## config.mk

```make
export PLATFORM = sky130hd
export DESIGN_NAME = dmem_arbiter
export DESIGN_NICKNAME = d
export VERILOG_FILES = /design/src/rtl/dmem_arbiter.sv
export SDC_FILE = /design/constraint.sdc
export NUM_CORES = 1
export LEC_CHECK = 0
export BUFFER_PORTS_ARGS = -buffer_cell sky130_fd_sc_hd__buf_4
export CAP_MARGIN = 0
export CORE_ASPECT_RATIO = 0.5
export CORE_MARGIN = 2
export CORE_UTILIZATION = 48
export CTS_CLUSTER_SIZE = 14
export DETAILED_ROUTE_END_ITERATION = 10
export PLACE_DENSITY = 0.93
export SYNTH_ARGS = -nofsm -noshare
export SYNTH_HDL_FRONTEND = slang
export SYNTH_SLANG_ARGS = --single-unit
```

## constraint.sdc

```tcl
create_clock -name clk_i -period 3.9 [get_ports clk_i]
set_input_delay 0.585 -clock clk_i [delete_from_list [all_inputs] [get_ports clk_i]]
set_output_delay 0.585 -clock clk_i [all_outputs]
set_load 0.01 [all_outputs]
```

## src/rtl/dmem_arbiter.sv

```systemverilog
// Round-robin two-port arbiter and access sequencer for the single-ported data memory.
// Optional `DMEM_ALIGN_CHECK_EN adds err_o and answers unaligned accesses with an error ack instead of touching memory.
module dmem_arbiter #(
  parameter int unsigned MEM_LAT = 2,
  parameter int unsigned DATA_W  = 32
) (
  input  logic              clk_i,
  input  logic              rst_i,
  input  logic              p0_req_i,
  input  logic              p0_we_i,
  input  logic [DATA_W-1:0] p0_addr_i,
  input  logic [DATA_W-1:0] p0_wdata_i,
  output logic              p0_ack_o,
  output logic [DATA_W-1:0] p0_rdata_o,
  input  logic              p1_req_i,
  input  logic              p1_we_i,
  input  logic [DATA_W-1:0] p1_addr_i,
  input  logic [DATA_W-1:0] p1_wdata_i,
  output logic              p1_ack_o,
  output logic [DATA_W-1:0] p1_rdata_o,
  output logic              mem_read_o,
  output logic              mem_write_o,
  output logic [DATA_W-1:0] mem_addr_o,
  output logic [DATA_W-1:0] mem_wdata_o,
  input  logic [DATA_W-1:0] mem_rdata_i,
  output logic              busy_o,
  output logic              last_grant_o
`ifdef DMEM_ALIGN_CHECK_EN
  ,
  output logic              err_o
`endif
);

  localparam int unsigned CNT_W = 4;

  localparam logic [1:0] S_IDLE   = 2'd0;
  localparam logic [1:0] S_ACCESS = 2'd1;
  localparam logic [1:0] S_RESP   = 2'd2;

  logic [1:0]        state_q, state_d;
  logic [CNT_W-1:0]  cnt_q, cnt_d;
  logic              owner_q, owner_d;
  logic              we_q, we_d;
  logic              last_grant_q, last_grant_d;
  logic [DATA_W-1:0] addr_d, wdata_d;
  logic              rd_d, wr_d;
  logic              ack0_d, ack1_d;
  logic [DATA_W-1:0] rdata0_d, rdata1_d;
  logic              err_d;
  logic              grant_p1;

  // Next state, latched request and next registered output values.
  always_comb begin
    state_d      = state_q;
    cnt_d        = cnt_q;
    owner_d      = owner_q;
    we_d         = we_q;
    last_grant_d = last_grant_q;
    addr_d       = mem_addr_o;
    wdata_d      = mem_wdata_o;
    rd_d         = 1'b0;
    wr_d         = 1'b0;
    ack0_d       = 1'b0;
    ack1_d       = 1'b0;
    rdata0_d     = p0_rdata_o;
    rdata1_d     = p1_rdata_o;
    err_d        = 1'b0;
    grant_p1     = 1'b0;

    case (state_q)
      S_IDLE: begin
        if (p0_req_i || p1_req_i) begin
          // On a tie the port that did not win last time goes first.
          grant_p1     = p1_req_i && (!p0_req_i || !last_grant_q);
          owner_d      = grant_p1;
          we_d         = grant_p1 ? p1_we_i    : p0_we_i;
          addr_d       = grant_p1 ? p1_addr_i  : p0_addr_i;
          wdata_d      = grant_p1 ? p1_wdata_i : p0_wdata_i;
          last_grant_d = grant_p1;
          cnt_d        = CNT_W'(MEM_LAT - 1);
          state_d      = S_ACCESS;
          rd_d         = !we_d;
          wr_d         = we_d;
`ifdef DMEM_ALIGN_CHECK_EN
          if (addr_d[1:0] != 2'b00) begin
            state_d = S_RESP;
            rd_d    = 1'b0;
            wr_d    = 1'b0;
            err_d   = 1'b1;
            ack0_d  = !grant_p1;
            ack1_d  = grant_p1;
            if (grant_p1) rdata1_d = '0;
            else          rdata0_d = '0;
          end
`endif
        end
      end

      S_ACCESS: begin
        if (cnt_q == '0) begin
          state_d = S_RESP;
          ack0_d  = !owner_q;
          ack1_d  = owner_q;
          if (!we_q) begin
            if (owner_q) rdata1_d = mem_rdata_i;
            else         rdata0_d = mem_rdata_i;
          end
        end else begin
          cnt_d = cnt_q - CNT_W'(1);
          rd_d  = !we_q;
          wr_d  = we_q;
        end
      end

      S_RESP: state_d = S_IDLE;

      default: state_d = S_IDLE;
    endcase
  end

  // State, latches and registered outputs.
  always_ff @(posedge clk_i or negedge rst_i) begin
    if (!rst_i) begin
      state_q      <= S_IDLE;
      cnt_q        <= '0;
      owner_q      <= 1'b0;
      we_q         <= 1'b0;
      last_grant_q <= 1'b1;
      mem_addr_o   <= '0;
      mem_wdata_o  <= '0;
      mem_read_o   <= 1'b0;
      mem_write_o  <= 1'b0;
      p0_ack_o     <= 1'b0;
      p1_ack_o     <= 1'b0;
      p0_rdata_o   <= '0;
      p1_rdata_o   <= '0;
      busy_o       <= 1'b0;
      last_grant_o <= 1'b0;
`ifdef DMEM_ALIGN_CHECK_EN
      err_o        <= 1'b0;
`endif
    end else begin
      state_q      <= state_d;
      cnt_q        <= cnt_d;
      owner_q      <= owner_d;
      we_q         <= we_d;
      last_grant_q <= last_grant_d;
      mem_addr_o   <= addr_d;
      mem_wdata_o  <= wdata_d;
      mem_read_o   <= rd_d;
      mem_write_o  <= wr_d;
      p0_ack_o     <= ack0_d;
      p1_ack_o     <= ack1_d;
      p0_rdata_o   <= rdata0_d;
      p1_rdata_o   <= rdata1_d;
      busy_o       <= (state_d != S_IDLE);
      last_grant_o <= last_grant_d;
`ifdef DMEM_ALIGN_CHECK_EN
      err_o        <= err_d;
`endif
    end
  end

`ifndef DMEM_ALIGN_CHECK_EN
  logic unused_err;
  assign unused_err = err_d;
`endif

endmodule

```

Yosys cells after proc, flatten, opt, wreduce, memory -nomap -nowiden. Cells that the tools add are included.

$add $sub $neg: 1. Equality and inequality tests: 3. Muxes and demuxes: 21. Bitwise operators: 2. Reduce and logical (&&, ||, !) cells: 16.

Operator list (number): $mux 32 (2); $mux 1 (11); $mux 4 (2); $pmux 4 s2 (1); $reduce_and 4->1 (2); $logic_not 1->1 (5); $logic_not 4->1 (1); $mux 2 (2); $ne 2x2->1 const B (2); $pmux 1 s2 (2); $pmux 2 s2 (1); $reduce_bool 2->1 (2); $sub 4x1->4 const B (1); $reduce_and 3->1 (1); $eq 2x1->1 const B (1); $logic_not 2->1 (1); $logic_or 1x1->1 (2); $not 1->1 (2); $reduce_and 2->1 (1); $logic_and 1x1->1 (1).

Register bits: 143. Input bits: 166. Output and inout bits: 134. Logic and storage cells: 58.

Depth between registers and ports, before layout.
Depth after elaboration: 7. Gate-level depth with buffers: 7. Gate-level depth less buffers: 5.

Least setup slack after synthesis. No wires, ideal clock.

Path type: reg-to-reg. Start: register cnt_q[0]. End: register p0_rdata_o[1]. Setup time: 0.125 ns. Arrival: 1.947 ns. Required time: 3.775 ns. Setup slack: 1.828 ns. Stages on the path, launching flop included: 8. Buffers on the path: 2. Clock period less this slack: 2.072 ns. Path through: dfrtp_1 > inv_1 > ha_1 > or3b_1 > buf_2 > nor4_4 > buf_6 > mux2_2.

Word-level cells in the longest chain between the ends: 2.

RTL lines: start: declaration (line 41) `logic [CNT_W-1:0] cnt_q, cnt_d;`; start signal: assignment (line 144) `cnt_q <= cnt_d;`; $logic_not 4->1 (line 100) `if (cnt_q == '0) begin`; $reduce_and 4->1 (no source line); end signal: assignment (line 154) `p0_rdata_o <= rdata0_d;`; end: declaration (line 14) `output logic [DATA_W-1:0] p0_rdata_o,`.

Every way passes these cells. A chain may end at the register's enable or synchronous reset.

Worst setup path after layout.
Start: register cnt_q[0]. End: register p0_rdata_o[4].

The elaborated chain is that of the path after synthesis.

==> qor.yml <==
synthesis:
  synth_area_um2: 6140
  synth_fa_ha_area_share_pct: 0.408
  muxShareOfSynthArea_pct: 36.2
  yosysSeqAreaShare_pct: 58.3
  synth_seq_cells: 143
  synth_xor_area_share_pct: 0
  synth-compound-area-share_pct: 1.04
  yosysUniqueCellTypes: 30
  synth.top_cell.area_share_pct: 57.9
  yosys.area.top_type: "dfrtp_1"
  ys_warn_count: 0
  avgSynthCellArea_um2: 15.5
  synth_area_leaders: "dfrtp_1 (58%), mux2_2 (35%), buf_2 (1.1%), mux2i_1 (0.65%), buf_6 (0.55%)"
  synth_top_family_by_area: "multiplexers"
  synthCells: 396
  syn_nets: 564
  yosys.area_share.simple_pct: 1.88
route:
  drt_iter0_drc: 156
  num_vias: 4464
  wl_per_cell_um: 18.0
  viasPerCell: 5.07
  drc: 0
  ant_nets: 0
  wl_um: 15800
  dr.pass1.iters: 4
timing:
  max_freq_mhz: 427
  tightest_slew_ns: 1.03
  hold_violations: 0
  tns_ns: 0
  min_period_over_period_pct: 60.0
  period_minus_slack_ns: 2.34
  slew_headroom_pct: 31.6
  setup_ws_ns: 1.56
  maxSlewViolCount: 0
  rsz0062_at_grt: "no"
  timing.hold.ws_ns: 0.364
  finClkSkew_ns: 0.00748
  finalSetupViolCount: 0
grt:
  first_global_vias: 4933
  grt_start_max_net_pins: 114
  overflow: 0
  antenna_found_initial: 0
  grt_usage_pct: 23.3
  grt_pass1_wl_um: 24900
clock_network:
  tritoncts: "yes"
  cts_made_buffers: 17
  clkSinkCount: 143
  postCtsResizedCells: 0
  clk_latency_ns: 0.40
  ctsHoldBuffers: 0
  clock-root-buffer: "clkbuf_16"
  htreeDepth: 4
  clk_pin_slew_ns: 0.06
  post-cts-setup-buffers: 0
  cts_buffer_depth: 2
run:
  timing.max_cap.violations: 0
layout:
  syn2layout_area_growth_pct: 49.1
  fin_nets: 867
  drive_gt1_share_pct: 75.0
  antenna-diode-count: 0
setup_path:
  crit_chain: "inv_1 -> ha_1 -> or3b_1 -> nor4_4 -> buf_4 -> mux2_2"
  crit_path_max_fanout: 32
  slowest_stage: "or3b_1"
  cp.buffers_inverters: 2
  worstPathRequired_ns: 4.18
  end_kind: "flop"
  start_kind: "flop"
  critPathMaxStageDelay_ns: 0.48
  cp_top_family: "simple AND/OR/NAND/NOR gates"
  cp.arrival_ns: 2.62
  critPathKind: "reg2reg"
die:
  rows: 29
  fp.dieW_um: 164
  floorplan.initialDensity_pct: 48.9
  io_pins: 300
  die_h_um: 84.0
  die_area_um2: 13800
  coreArea_um2: 12600
power:
  p_comb_share_pct: 42.8
  swShare_pct: 31.7
  p_int_w: 0.00508
  clkPwrFrac_pct: 21.3
  switchingPower_w: 0.00236
  p_leak_nw: 4.33
  power.density_nw_per_um2: 813
  ir_drop_mv: 0.433
  seqPwrFrac_pct: 36.0
placed_design:
  dpl.hpwl_um: 11500
  place_congestion: 0.815
  dp_slack_ns: 1.57
  io_buffers: 299
status:
  status: "finished, final reports clean"
hold_path:
  hp-class: "in2async"
## registers in the layout, summed over array words and instances (netlist names), 2 cells and up
register and flops:
p0_rdata_o 32, state_q 2, cnt_q 4, mem_addr_o 32
p1_rdata_o 32, mem_wdata_o 32
## per-stage QoR
stage               power (W)  area (µm²)  utilization (%)  instances
global route          0.00783        9150             72.9        881
global placement      0.00573        8570             68.3        850
floorplan             0.00425        6140                -        396
finish                0.00744        9150             72.9        881
CTS                   0.00751        9150             72.9        881
detailed placement    0.00588        8570             68.3        850
## kinds of logic after synthesis
logic type	Yosys count
compound gates	10
fa+ha+maj	2
buf+inv	24
flops	143
mux	198
simple gates	19
## layout make-up
class	instances	area [µm²]
repair buffers	305	2320
well taps	170	213
clock inverters	10	113
fillers	853	3400
multi-input cells	229	2450
flip-flops and latches	143	3580
clock buffers	21	470
inverters	3	11.3
## cell usage after synthesis
| master | instances |
|---|---|
| a31oi_1 | 1 |
| nand4_1 | 1 |
| inv_1 | 3 |
| buf_2 | 13 |
| buf_1 | 1 |
| nor2b_1 | 1 |
| o21ai_0 | 3 |
| nor4_4 | 1 |
| mux2i_1 | 4 |
| o2bb2ai_1 | 1 |
| a21oi_1 | 1 |
| or3b_1 | 1 |
| dfrtp_1 | 142 |
| mux2_1 | 1 |
| a21boi_0 | 1 |
| buf_6 | 3 |
| nand3_1 | 2 |
| a22o_1 | 1 |
| nand2_1 | 2 |
| mux2_2 | 193 |
| dfstp_2 | 1 |
| nor3b_1 | 1 |
| clkbuf_1 | 4 |
| and3_1 | 1 |
| nand2b_1 | 1 |
| o22ai_1 | 2 |
| or2_2 | 1 |
| nor3_1 | 2 |
| ha_1 | 2 |
| nor2_1 | 5 |
## worst paths after layout
check,depth (start not counted),end,slack [ns],from
hold / removal,1,p0_rdata_o[10],0.36,rst_i
max in group asynchronous,2,mem_wdata_o[23],2.69,rst_i
hold reg to reg,1,p0_rdata_o[5],0.50,p0_rdata_o[5]
setup / recovery,6,p0_rdata_o[4],1.56,cnt_q[0]
min in group clk_i,2,p0_rdata_o[5],0.42,mem_rdata_i[5]
setup reg to reg,6,p0_rdata_o[4],1.56,cnt_q[0]
## routing by layer
metal,global-route usage [%],wire length [µm],vias to the layer above
met5,0,0,-
met1,25.5,5860,2246
met2,44.2,8750,157
met3,5.02,874,32
met4,8.93,339,0
li1,-,-,2029
## placed cells by master, fill, tap and decap left out, drive strengths merged
master and instances:
buf 305, mux2 194, dfrtp 142, clkbuf 21, clkinvlp 5, nor2 5, mux2i 4, inv 3
o21ai 3, clkinv 3, nand2 2, o22ai 2, nor3 2, nand3 2, ha 2, bufinv 2
or2 1, a21boi 1, or3b 1, nor2b 1, o2bb2ai 1, nand2b 1, nor3b 1, and3 1
a21oi 1, a31oi 1, nand4 1, nor4 1, a22o 1, dfstp 1
## worst reg2reg max path: cells and delay by family, from the launching register on
family                     cells  cell delay (ns)
and+or+nand+nor                2             0.73
buffers and inverters          2             0.53
muxes                          1             0.41
DFF                            1             0.37
adders and majority gates      1             0.19
## power by group through the flow
stage / clock network, W / registers, W / logic [W]
finish: 0.00158 / 0.00267 / 0.00318
global route: 0.00169 / 0.00277 / 0.00337
CTS: 0.00161 / 0.00268 / 0.00322
detailed placement: 0 / 0.00268 / 0.00320
global placement: 0 / 0.00263 / 0.00310
floorplan: 0 / 0.00295 / 0.00129
(Power assumes the default switching activity.)
